<file path="config.mk">
export PLATFORM = sky130hd
export DESIGN_NAME = instruction_fetch
export DESIGN_NICKNAME = d
export VERILOG_FILES = /design/src/rtl/instruction_fetch_pkg.sv /design/src/rtl/instruction_fetch_instr_mem.sv /design/src/rtl/instruction_fetch.sv
export SDC_FILE = /design/constraint.sdc
export NUM_CORES = 1
export LEC_CHECK = 0
export BUFFER_PORTS_ARGS = -buffer_cell sky130_fd_sc_hd__buf_2
export CAP_MARGIN = 20
export CORE_MARGIN = 4
export CORE_UTILIZATION = 60
export CTS_BUF_LIST = sky130_fd_sc_hd__clkbuf_4
export DETAILED_ROUTE_END_ITERATION = 8
export GPL_ROUTABILITY_DRIVEN = 0
export GPL_TIMING_DRIVEN = 0
export HOLD_SLACK_MARGIN = 0.1
export PLACE_DENSITY = 0.78
export SYNTH_ARGS = -nofsm -noshare
export SYNTH_HDL_FRONTEND = slang
export SYNTH_HIERARCHICAL = 1
export SYNTH_SLANG_ARGS = --single-unit
</file>
<file path="constraint.sdc">
create_clock -name clk -period 4.1 [get_ports clk]
set_clock_uncertainty 0.2 [all_clocks]
set_input_delay 0.205 -clock clk [delete_from_list [all_inputs] [get_ports clk]]
set_output_delay 0.205 -clock clk [all_outputs]
set_load 0.02 [all_outputs]
</file>
<file path="src/rtl/instruction_fetch_pkg.sv">
// Shared definitions for the instruction fetch unit.
// Covers the instruction field layout, the halt opcode, the NOP encoding and the fetch FSM states.
package instruction_fetch_pkg;

  localparam int INSTR_W    = 24;
  localparam int OPCODE_LSB = 18;
  localparam int OPCODE_W   = 6;
  localparam int MODE_LSB   = 16;
  localparam int MODE_W     = 2;
  localparam int REG_LSB    = 12;
  localparam int REG_W      = 4;
  localparam int IMM_LSB    = 0;
  localparam int IMM_W      = 12;

  localparam logic [OPCODE_W-1:0] HALT_OP = 6'b111111;
  localparam logic [INSTR_W-1:0]  NOP     = '0;

  typedef enum logic [1:0] {
    ST_LOAD = 2'd0,
    ST_RUN  = 2'd1,
    ST_HALT = 2'd2
  } fetch_state_e;

endpackage

</file>
<file path="src/rtl/instruction_fetch_instr_mem.sv">
// Instruction memory for the fetch unit.
// It has a synchronous write port and a combinational read port.
module instr_mem #(
  parameter int INSTR_W   = instruction_fetch_pkg::INSTR_W,
  parameter int MEM_DEPTH = 16,
  parameter int ADDR_W    = 4
) (
  input  logic               clk,
  input  logic               we,
  input  logic [ADDR_W-1:0]  waddr,
  input  logic [INSTR_W-1:0] wdata,
  input  logic [ADDR_W-1:0]  raddr,
  output logic [INSTR_W-1:0] rdata
);

  logic [INSTR_W-1:0] mem [MEM_DEPTH];

  always_ff @(posedge clk) begin
    if (we) begin
      mem[waddr] <= wdata;
    end
  end

  assign rdata = mem[raddr];

endmodule

</file>
<file path="src/rtl/instruction_fetch.sv">
// Fetch unit: loads a program in LOAD, streams mem[pc] in RUN, and stops on a halt opcode.
// Memory is deliberately not reset, so a program survives reset and restart.
module instruction_fetch #(
  parameter int INSTR_W   = instruction_fetch_pkg::INSTR_W,
  parameter int MEM_DEPTH = 16,
  parameter int PC_W      = 4,
  parameter logic [instruction_fetch_pkg::OPCODE_W-1:0] HALT_OP = instruction_fetch_pkg::HALT_OP
) (
  input  logic               clk,
  input  logic               rst_n,
  input  logic               load_en,
  input  logic [PC_W-1:0]    load_addr,
  input  logic [INSTR_W-1:0] load_data,
  input  logic               start,
  input  logic               fetch_next,
  input  logic               redirect_valid,
  input  logic [PC_W-1:0]    redirect_pc,
  output logic [INSTR_W-1:0] instruction_out,
  output logic               instr_valid,
  output logic [PC_W-1:0]    pc_out,
  output logic               halted
);
  import instruction_fetch_pkg::*;

  fetch_state_e       state_reg;
  logic [PC_W-1:0]    pc_reg;
  logic [PC_W-1:0]    pc_out_reg;
  logic [INSTR_W-1:0] instr_reg;
  logic               valid_reg;
  logic               halted_reg;
  logic [INSTR_W-1:0] mem_rdata;
  logic               mem_we;
  logic               halt_seen;

  // Writes are only accepted while loading; a start in the same cycle still lets the write land.
  assign mem_we    = load_en && (state_reg == ST_LOAD);
  assign halt_seen = valid_reg && (instr_reg[OPCODE_LSB +: OPCODE_W] == HALT_OP);

  instr_mem #(
    .INSTR_W   (INSTR_W),
    .MEM_DEPTH (MEM_DEPTH),
    .ADDR_W    (PC_W)
  ) u_instr_mem (
    .clk   (clk),
    .we    (mem_we),
    .waddr (load_addr),
    .wdata (load_data),
    .raddr (pc_reg),
    .rdata (mem_rdata)
  );

  always_ff @(posedge clk or negedge rst_n) begin
    if (!rst_n) begin
      state_reg  <= ST_LOAD;
      pc_reg     <= '0;
      pc_out_reg <= '0;
      instr_reg  <= '0;
      valid_reg  <= 1'b0;
      halted_reg <= 1'b0;
    end else begin
      case (state_reg)
        ST_LOAD: begin
          if (start) begin
            state_reg <= ST_RUN;
            pc_reg    <= '0;
          end
        end
        ST_RUN: begin
          // A halt opcode already presented takes priority over any stall or redirect.
          if (halt_seen) begin
            state_reg  <= ST_HALT;
            valid_reg  <= 1'b0;
            halted_reg <= 1'b1;
          end else if (redirect_valid) begin
            pc_reg    <= redirect_pc;
            instr_reg <= INSTR_W'(NOP);
            valid_reg <= 1'b0;
          end else if (!fetch_next) begin
            instr_reg  <= mem_rdata;
            pc_out_reg <= pc_reg;
            valid_reg  <= 1'b1;
            pc_reg     <= pc_reg + PC_W'(1);
          end
        end
        ST_HALT: begin
          if (start) begin
            state_reg  <= ST_RUN;
            pc_reg     <= '0;
            halted_reg <= 1'b0;
          end
        end
        default: state_reg <= ST_LOAD;
      endcase
    end
  end

  assign instruction_out = instr_reg;
  assign instr_valid     = valid_reg;
  assign pc_out          = pc_out_reg;
  assign halted          = halted_reg;

endmodule

</file>
# [Word level (Yosys, flattened, before mapping)]
# Memories as Yosys holds them, arrays and structs flattened.
# Cells that the tools add are included.
[word_totals] word_cells=51 ramBits=384 mem_count=1 regBits=36
[op_classes] n_reduce_logical=12 mux=18 addsub=1 bitwise=3 eq_ne=10
[mem_list] memory="u_instr_mem.mem" words=16 word_bits=24 read_ports=1 rd_ports_with_merged_regs=0 write_ports=1 line_no="instruction_fetch_instr_mem.sv:16" source="logic [INSTR_W-1:0] mem [MEM_DEPTH];"
[op_table] cell="$mux 24" count=2
[op_table] cell="$mux 4" count=4
[op_table] cell="$pmux 4 s2" count=1
[op_table] cell="$reduce_and 4->1" count=2
[op_table] cell="$mux 1" count=7
[op_table] cell="$eq 6x6->1 const B" count=1
[op_table] cell="$ne 2x2->1 const B" count=3
[op_table] cell="$reduce_and 3->1" count=2
[op_table] cell="$add 4x1->4 const B" count=1
[op_table] cell="$mux 2" count=2
[op_table] cell="$ne 2x1->1 const B" count=2
[op_table] cell="$pmux 2 s2" count=1
[op_table] cell="$reduce_and 2->1" count=2
[op_table] cell="$reduce_bool 2->1" count=2
[op_table] cell="$ne 3x1->1 const B" count=1
[op_table] cell="$ne 3x3->1 const B" count=1
[op_table] cell="$not 1->1" count=3
[op_table] cell="$eq 2x1->1 const B" count=1
[op_table] cell="$eq 2x2->1 const B" count=1
[op_table] cell="$logic_and 1x1->1" count=2
[op_table] cell="$logic_not 2->1" count=1
[op_table] cell="$pmux 1 s2" count=1
[op_table] cell="$reduce_or 2->1" count=1

# [Longest topological paths before layout]
# Gate-level depths: netlist (run 1).
[depth] word_depth=5 mapped_depth=8 mapped_depth_nobuf=5

# [Hierarchy]
# The synthesis (run 1) kept the hierarchy.
[modules_own_cells] mod="instr_mem" cells_per_inst=612 area_per_inst_um2=14450.1 instances=1 seq_area_each_um2=11531.1
[modules_own_cells] mod="instruction_fetch" cells_per_inst=135 area_per_inst_um2=1750.4 instances=1 seq_area_each_um2=900.9

# [Worst setup path before layout (run 1)]
# Ideal clock, no wire load.
[synth_timing] path_type="register to register" from="reg state_reg[0]" to="mem u_instr_mem.mem[0][0], enable pin" path_slack_ns=0.649 t_required_ns=3.465 synth_period_minus_slack_ns=3.451 arrival_time_ns=2.815 path_stages_with_launch=5 path_cell_list="dfrtp_1 -> inv_1 -> and3_1 -> or3b_2 -> nor3_1"
[synth_between] elab_chain_len=4
[synth_rtl] item="start, declared" line_no="instruction_fetch.sv:25" source="fetch_state_e state_reg;"
[synth_rtl] item="start signal, assigned" line_no="instruction_fetch.sv:54" source="state_reg <= ST_LOAD;"
[synth_rtl] item="start signal, assigned" line_no="instruction_fetch.sv:64" source="state_reg <= ST_RUN;"
[synth_rtl] item="start signal, assigned" line_no="instruction_fetch.sv:71" source="state_reg <= ST_HALT;"
[synth_rtl] item="$logic_not 2->1" line_no="instruction_fetch.sv:36" source="assign mem_we = load_en && (state_reg == ST_LOAD);"
[synth_rtl] item="$logic_and 1x1->1" line_no="instruction_fetch.sv:36"
[synth_rtl] item="named net mem_we" line_no="instruction_fetch.sv:32" source="logic mem_we;"
[synth_rtl] item="$mux 1" line_no="instruction_fetch_instr_mem.sv:19" source="if (we) begin"
[synth_rtl] item="$mux 1 (not written as such)" line_no="instruction_fetch_instr_mem.sv:20" source="mem[waddr] <= wdata;"
[synth_rtl] item="end, declared" line_no="instruction_fetch_instr_mem.sv:16"
# The timed path passes the listed nets, and every way through them passes these cells.

# [Worst setup path in the final report (run 1)]
[layout_timing] from="reg state_reg[0]" to="mem u_instr_mem.mem[4][8], enable pin"
# Same word-level chain as after synthesis.

==> results of run 1 <==
## through the flow
| step | setup slack, ps | hold slack, ps |
|---|---|---|
| 2_1_floorplan | 649.2 | -290.6 |
| 3_3_place_gp | -1205 | 147.8 |
| 3_5_place_dp | 1123 | 182.2 |
| 4_1_cts | 1055 | 127.5 |
| 5_1_grt | 855.2 | 167.4 |
| 6_report | 970.1 | 188.0 |
## final cells by class
type / instances / area [µm²] / area share
Multi-Input combinational cell: 285 / 3646 / 0.1921
Timing Repair Buffer: 131 / 1039 / 0.05471
Sequential cell: 420 / 12430 / 0.6549
Buffer: 39 / 221.5 / 0.01167
Inverter: 3 / 11.26 / 0.0005932
Clock buffer: 141 / 1059 / 0.05576
Antenna cell: 1 / 2.502 / 0.0001318
Tap cell: 335 / 419.2 / 0.02208
Clock inverter: 36 / 152.6 / 0.008042
## power breakdown
group / switching, mW / leakage, nW / total, mW / internal, mW
Clock: 1.60 / 0.722 / 3.18 / 1.59
Combinational: 0.998 / 1.98 / 1.77 / 0.773
Sequential: 0.0885 / 3.90 / 4.87 / 4.78
## how the worst max path moves through the flow
stage | start | to | slack, ps | cells past startpoint
after global routing | state_reg[0] | u_instr_mem/mem[4][14] | 860 | 6
after detailed placement | pc_reg[1] | instruction_out[20] | 1120 | 7
final | state_reg[0] | u_instr_mem/mem[4][8] | 970 | 6
after floorplan | state_reg[0] | u_instr_mem/mem[0][0] | 650 | 4
after global placement | state_reg[0] | u_instr_mem/mem[8][21] | -1200 | 4
after CTS | state_reg[0] | u_instr_mem/mem[4][8] | 1050 | 6
## kinds of logic after synthesis
family	synth area share
adder cells (fa/ha/maj)	0.0007722
AO/OA/AOI/OAI	0.02726
XOR/XNOR	0.0005407
multiplexers	0.1603
AND/OR/NAND/NOR	0.02935
buffers and inverters	0.01437
flip-flops	0.7674
## cells in the mapped netlist (2+ instances only)
master / instances
inv_1: 2
edfxtp_1: 384
nor2_1: 15
nand2b_1: 7
nand2_1: 31
nor3_1: 5
mux2_1: 10
mux4_2: 96
buf_6: 8
a22oi_1: 48
mux2i_1: 6
nand3_1: 3
nand3b_1: 2
nor2b_1: 25
o21ai_0: 4
mux2_4: 16
buf_2: 12
clkbuf_1: 19
dfrtp_1: 36
mux2_2: 2
## routing by layer
layer	share of wire	wire length [µm]	track usage
met5	0	0	0
met4	0.032	1173	0.1042
met3	0.11	4126	0.06744
met2	0.50	18470	0.4263
met1	0.35	12970	0.3350
## worst max-delay path, stage by stage (launching register included)
cell	delay, ps
dfrtp_1	410
inv_1	110
and3_1	390
nand3b_1	390
nor3_2	200
dlygate4sd3_1	850
buf_6	240
==> metrics, run 1 <==
RSZ-0062 raised after global routing false; Reg with most FFs u_instr_mem/mem; via count 8,680; Die ar. 0.02969 mm²; I/O pin count 68; Startpoint Class flip-flop; max FFs per register 384; worst endpoint required time 4290 ps; CTS Buffer Depth 3; min-delay src start; Worst-Margin Slew 1005 ps; DR WL/cell 26.41 µm; share of cells above drive strength 1 0.3640; Power Density approximately 520 mW/mm²; max-slew violation count 0; Hold Crit Endpoint state_reg[0]; P&R area growth vs syn 17.17%; r2r setup slk ~970 ps; area leader, netlist edfxtp_1; register bit total from synthesis 420; first-pass GRT wire length roughly 56,000 µm; critical path type reg -> reg; Synth Cell Area ~0.016 mm²; register area share after synthesis 0.7674; Synth top area share 0.7118; GR Overflow Total 0; fillcell total 1,491; # H-tree levels 3; FP Rows 59; clk sinks 420; port bufs 67; crit path max fanout 10; post-layout net count slightly above 1,000; Post-DRT Antenna Nets 0; Die W 172.3 µm; Final Hold Fails 0; Syn Area/Cell 21.69 µm²; vias in the first global route a little over 9,000; syn_nets 786; Finished Cell Area 0.01898 mm²; Post CTS Setup Buffer Count 0; prevailing post-synth register cell edfxtp_1; initial antenna violation count 1; CP endpoint kind flip-flop; CTS tree done; placed cell count 1,161; pin count of the biggest net entering global routing 37; clock tree root buffer cell clkbuf_4; Netlist cell types 36; Sum Neg Setup Slack 0 ps; most area-consuming cells after synthesis edfxtp_1, mux4_2, dfrtp_1, a22oi_1, mux2_4; Hold Path Class in -> reg; Reg clk slew, reported paths roughly 70 ps; setup violators final 0; worst vdd ir a little under 0.0002 V; CTS buffer count 101; Iteration-0 DRC Markers 927; dpl hpwl 21,550 µm; dpl cell area 0.01724 mm²; vias per cell 6.240; die height 172.3 µm; non-filler instance count after layout around 1,400; hold path cells 4; Synth Warn # 6; FFs w/ async S/R, synth 0.08571; starting density of the core 0.6165; worst r2r path cells 6; worst-skew pair later-pin latency 730 ps; Max-slew headroom 0.3282; Mapped Cells 747; Fmax 0.3195 GHz; post-layout util 0.7223; RR Startpoint state_reg[0]; Final Cycle Share 0.7634; status finished, final reports clean; GRT Overall Usage 0.2588; core area 0.02628 mm²; most common cell after layout, fill and taps aside edfxtp_1; most frequent cells in the layout edfxtp_1, clkbuf_4, mux4_2; Detailed Route WL 36,740 µm; Post-synth EDFFs 384; # hold bufs at CTS 52; Critical Path AT between 3000 and 4000 ps; DRC violations left 0; Initial DRT Pass Iterations 7; max_cap viols 0; FF-to-FF End u_instr_mem/mem[4][8]; Tmin final 3130 ps; total power 9.822 mW; Pleak approximately 6.6 nW; post-CTS sizing 0
No activity file was read; power rests on OpenSTA's default activity.
==> inputs of run 2 (changes only) <==
==> constraint.sdc (replaced) <==
create_clock -name clk -period 3 [get_ports clk]
set_clock_uncertainty 0.2 [all_clocks]
set_input_delay 0.15 -clock clk [delete_from_list [all_inputs] [get_ports clk]]
set_output_delay 0.15 -clock clk [all_outputs]
set_load 0.02 [all_outputs]
==> run 2 against run 1 <==
  * Clock power up 44%
  * Wire length down 2.3%
  * Design area up 1.3%
  * Sequential power up 37%
  * Die area unchanged
  * Final cell count down 0.36%
  * Register-to-register slack worse by 920 ps
==> metrics, run 2 (synthesis gave the netlist of run 1 again) <==
most common cell after layout, fill and taps aside edfxtp_1; Post CTS Setup Buffer Count 0; Startpoint Class flip-flop; FP Rows 59; Post-DRT Antenna Nets 0; Place WS -133.6 ps; initial antenna violation count 1; first-pass GRT wire length 54,210 µm; Die ar. 0.02969 mm²; crit path max fanout 24; total power roughly 14 mW; max FFs per register 384; Cell Chain, Critical Path inv_1 > and3_2 > or3b_2 > nor2_4; max incr delay on CP between 800 and 900 ps; share of cells above drive strength 1 0.3756; clk sinks 420; max_cap viols 0; Power Density approximately 710 mW/mm²; starting density of the core 0.6165; RR Startpoint state_reg[0]; vias in the first global route 9,025; P&R area growth vs syn 18.65%; Max-slew headroom 0.2579; FF-to-FF End u_instr_mem/mem[1][9]; DRC violations left 0; Reg clk slew, reported paths 70 ps; CTS tree done; pin count of the biggest net entering global routing 37; dpl hpwl ~22,000 µm; die height 172.3 µm; Seq pwr share 0.487; Psw 3.551 mW; Hold Crit Endpoint u_instr_mem/mem[7][14]; FF+latch area 0.01243 mm²; Comb power frac 0.177; dpl cell area 0.01735 mm²; Tmin final ~3000 ps; CTS Buffer Depth 3; worst r2r path cells 4; status finished, final reports clean; Iteration-0 DRC Markers between 800 and 900; Worst-Margin Slew 1110 ps; Final Hold Fails 0; Hold Path Class in -> reg; max-slew violation count 0; Pint 10.12 mW; Reg with most FFs u_instr_mem/mem; worst vdd ir 0.0002909 V; CP endpoint kind flip-flop; CTS buffer count between 90 and 100; DR WL/cell about 26 µm; Final Worst Setup Slack about 52 ps; Slowest-stage cell, CP nor2_4; post-layout net count 1,017; I/O pin count 68; Critical Path AT 3050 ps; most frequent cells in the layout edfxtp_1, clkbuf_4, mux4_2; GR Overflow Total 0; worst endpoint required time 3100 ps; Fmax 0.3392 GHz; vias per cell 6.266; clock tree root buffer cell clkbuf_4; Sum Neg Setup Slack 0 ps; Pleak 6.718 nW; Finished Cell Area 0.01922 mm²; Die W 172.3 µm; fillcell total 1,467; Initial DRT Pass Iterations 5; # H-tree levels 3; port bufs 67; Clock Power Share 0.336; core area 0.02628 mm²; setup violators final 0; worst-skew pair later-pin latency 730 ps; Final Cycle Share 0.9828; multi-input logic area 0.003672 mm²; GRT Overall Usage 0.2531; Crit path buffers/inverters 1; min-delay src load_data[14]; Net Sw Frac 0.2597; critical path's top delay family simple AND/OR/NAND/NOR gates; Detailed Route WL 35,910 µm; r2r setup slk 50 ps; hold slack final 150.1 ps; hold path cells 2; via count 8,685; critical path type reg -> reg
## run 2: layout make-up
class | instances | area share
inverters | 3 | 0.0005858
repair buffers | 131 | 0.05975
multi-input cells | 285 | 0.1910
flip-flops and latches | 420 | 0.6467
clock buffers | 150 | 0.05858
plain buffers | 38 | 0.01269
clock inverters | 22 | 0.008527
well taps | 335 | 0.02181
diodes | 2 | 0.0002604
## run 2: per-stage QoR
stage,instances,util
after floorplan,747,-
after global placement,1149,0.6459
after detailed placement,1159,0.6603
after CTS,1385,0.7305
after global routing,1386,0.7314
final,1386,0.7314
## run 2: layer usage
layer | vias up | wire [µm] | GRT usage
met1 | 4467 | 13640 | 0.3568
li1 | 3641 | - | -
met4 | 0 | 575 | 0.08134
met2 | 529 | 17700 | 0.3990
met5 | - | 0 | 0
met3 | 48 | 3993 | 0.06424
## run 2: power by group through the flow
stage / registers, mW / clock network (mW) / logic [mW]
final: 6.66 / 4.59 / 2.42
after global routing: 6.68 / 5.04 / 2.58
after CTS: 6.65 / 4.69 / 2.40
after detailed placement: 6.77 / 0 / 2.31
after global placement: 6.76 / 0 / 2.23
after floorplan: 6.91 / 0 / 1.36
## run 2: how the worst max path moves through the flow
stage / startpoint / endpoint / slack, ps / depth (start not counted)
final: state_reg[0] / u_instr_mem/mem[1][9] / 50 / 4
after global routing: pc_reg[0] / instruction_out[20] / -0.6 / 8
after CTS: pc_reg[1] / instruction_out[8] / 10 / 7
after detailed placement: pc_reg[1] / instruction_out[20] / -130 / 7
after global placement: state_reg[0] / u_instr_mem/mem[1][3] / -920 / 4
after floorplan: state_reg[0] / u_instr_mem/mem[1][0] / 210 / 4
## run 2: what timing repair did
| action | 4_1_cts | 5_1_grt |
|---|---|---|
| hold endpoints to repair | 678 | 0 |
| resized for setup | 2 | 18 |
| hold buffers | 54 | 0 |
| setup endpoints to repair | 5 | 26 |
| cloned | 0 | 0 |
==> inputs of run 3 (changes only) <==
--- a/config.mk
+++ b/config.mk
@@ -5,6 +5,8 @@
 export SDC_FILE = /design/constraint.sdc
 export NUM_CORES = 1
 export LEC_CHECK = 0
+export ABC_AREA = 1
+export ABC_CLOCK_PERIOD_IN_PS = 3000
 export BUFFER_PORTS_ARGS = -buffer_cell sky130_fd_sc_hd__buf_2
 export CAP_MARGIN = 20
 export CORE_MARGIN = 4
==> run 3 against run 2 <==
  * Non-clock buffer count is 58 higher
  * Largest cell class unchanged
  * Highest routed layer is now met5
  * Wire length is 49% higher
  * Fmax is 0.25% higher
  * Via count is 64% higher
  * Die area is 12% higher
  * Global-route usage is 6.5 points higher
  * The flow now finishes with violations (design-rule violations)
  * Design area is 11% higher
==> metrics, run 3 <==
P&R area growth vs syn 16.90%; Iteration-0 DRC Markers 1,901; CTS tree done; CTS Buffer Depth 3; Slowest-stage cell, CP nor2_4; violations in the final reports design-rule violations; GR Overflow Total 0; crit path max fanout 24; setup violators final 0; Die ar. 0.03318 mm²; FFs w/ async S/R, synth 0.08571; Detailed Route WL 53,470 µm; post-layout util 0.7139; I/O pin count 68; Fmax 0.3400 GHz; Pleak 9.379 nW; post-layout net count 2,044; via count ~14,000; DRC violations left 1; Critical Path AT about 3100 ps; pin count of the biggest net entering global routing 37; worst r2r path cells 5; Final Cycle Share 0.9804; starting density of the core 0.6107; Synth top area share 0.6337; dpl hpwl between 30,000 and 40,000 µm; FF-to-FF End u_instr_mem/mem[14][7]; Mapped Cells roughly 1,800; port bufs 67; Initial DRT Pass Iterations 9; min-delay src load_en; RR Startpoint state_reg[0]; worst-skew pair later-pin latency ~750 ps; share of cells above drive strength 1 0.1674; # H-tree levels 3; Hold Path Class in -> reg; Synth Warn # 6; max incr delay on CP 910 ps; most common cell after layout, fill and taps aside nand2_1; most area-consuming cells after synthesis edfxtp_1, nand2_1, nand3_1, inv_1, dfrtp_1; CP endpoint kind flip-flop; Final Hold Fails 0; area leader, netlist edfxtp_1; vias per cell approximately 5.8; register bit total from synthesis 420; Reg with most FFs u_instr_mem/mem; max FFs per register 384; vias in the first global route 14,120; max-slew violation count 0; Syn Area/Cell 10.33 µm²; critical path type reg -> reg; first-pass GRT wire length between 70,000 and 80,000 µm; initial antenna violation count 4; Power Density 685.7 mW/mm²; DR WL/cell 21.64 µm; core area 0.02980 mm²; Sum Neg Setup Slack 0 ps; Hold Crit Endpoint u_instr_mem/mem[8][17]; max_cap viols 0; status finished with violations; Startpoint Class flip-flop; Synth Cell Area approximately 0.018 mm²; most frequent cells in the layout nand2_1, edfxtp_1, nand3_1; syn_nets between 1,500 and 2,000; hold path cells 5; worst endpoint required time 3110 ps; count leader, synth nand2_1; Tmin final 2941 ps; register area share after synthesis 0.6832; Worst-Margin Slew 1169 ps; FP Rows 63; worst vdd ir 0.0002803 V; Max-slew headroom 0.2208; total power 14.59 mW; GRT Overall Usage 0.3185; r2r setup slk 60 ps; Place WS 106.1 ps; clk sinks 420; die height approximately 180 µm; prevailing post-synth register cell edfxtp_1; Netlist cell types 25; clock tree root buffer cell clkbuf_4; Reg clk slew, reported paths 70 ps; Die W 182.1 µm; Post-DRT Antenna Nets 0; top cells by count, synth nand2_1, edfxtp_1, nand3_1; Cell Chain, Critical Path inv_1 > nand2_1 > nor2_2 > nand3_1 > nor2_4; Final Worst Setup Slack 58.92 ps; Post-synth EDFFs 384; CTS buffer count 99
## run 3: worst max path at each step
stage                 startpoint                      to  depth (start not counted)
finish              state_reg[0]  u_instr_mem/mem[14][7]                          5
global route        state_reg[0]  u_instr_mem/mem[5][18]                          5
CTS                 state_reg[0]  u_instr_mem/mem[14][7]                          5
detailed placement  state_reg[0]  u_instr_mem/mem[14][3]                          5
global placement    state_reg[0]   u_instr_mem/mem[8][3]                          5
floorplan           state_reg[0]  u_instr_mem/mem[12][0]                          5
## run 3: cells by family after synthesis
logic type | after synthesis | share of synthesized area
and+or+nand+nor | 925 | 0.2149
DFF | 420 | 0.6832
buffers and inverters | 386 | 0.08788
AOI/OAI and AO/OA | 30 | 0.01327
adders and majority gates | 1 | 0.0006875
## run 3: area by class of cell
cell class	instances	area, µm²
Tap cell	390	488.0
Buffer	86	479.2
Sequential cell	420	12430
Timing Repair Buffer	141	1179
Fill cell	1979	8524
Antenna cell	2	5.005
Inverter	300	1126
Clock buffer	138	1036
Clock inverter	37	232.7
Multi-Input combinational cell	957	4294
## run 3: repair_timing
| item | in CTS | in global routing |
|---|---|---|
| setup buffers | 0 | 4 |
| hold endpoints to repair | 580 | 0 |
| hold buffers | 65 | 0 |
| resized for setup | 0 | 2 |
| setup endpoints to repair | 0 | 202 |
## run 3: metal layers
| metal | share of wire | vias to the layer above | global-route usage |
|---|---|---|---|
| li1 | - | 6249 | - |
| met1 | 0.33 | 6538 | 0.3832 |
| met2 | 0.46 | 1137 | 0.5228 |
| met3 | 0.15 | 283 | 0.09129 |
| met4 | 0.061 | 4 | 0.1720 |
| met5 | 0.00054 | - | 0 |
## run 3: critical path: cells and delay by family, from the launching register on
family	cells	cell delay, ps
buffers and inverters	1	160
flip-flops	1	380
AND/OR/NAND/NOR	4	1750
## run 3: where the power goes
group	leakage, nW	switching, mW	total, mW	internal, mW
registers	3.91	0.0976	6.62	6.52
clock network	0.733	2.21	4.59	2.38
logic	4.74	2.43	3.37	0.941
## run 3: through the flow
| step | cell area, µm² | hold slack (ps) | instances |
|---|---|---|---|
| after floorplan | 18200 | -345.6 | 1762 |
| after global placement | 19020 | 57.26 | 2219 |
| after detailed placement | 19290 | 67.99 | 2225 |
| after CTS | 21220 | 102.6 | 2465 |
| after global routing | 21270 | 121.9 | 2471 |
| final | 21270 | 138.4 | 2471 |
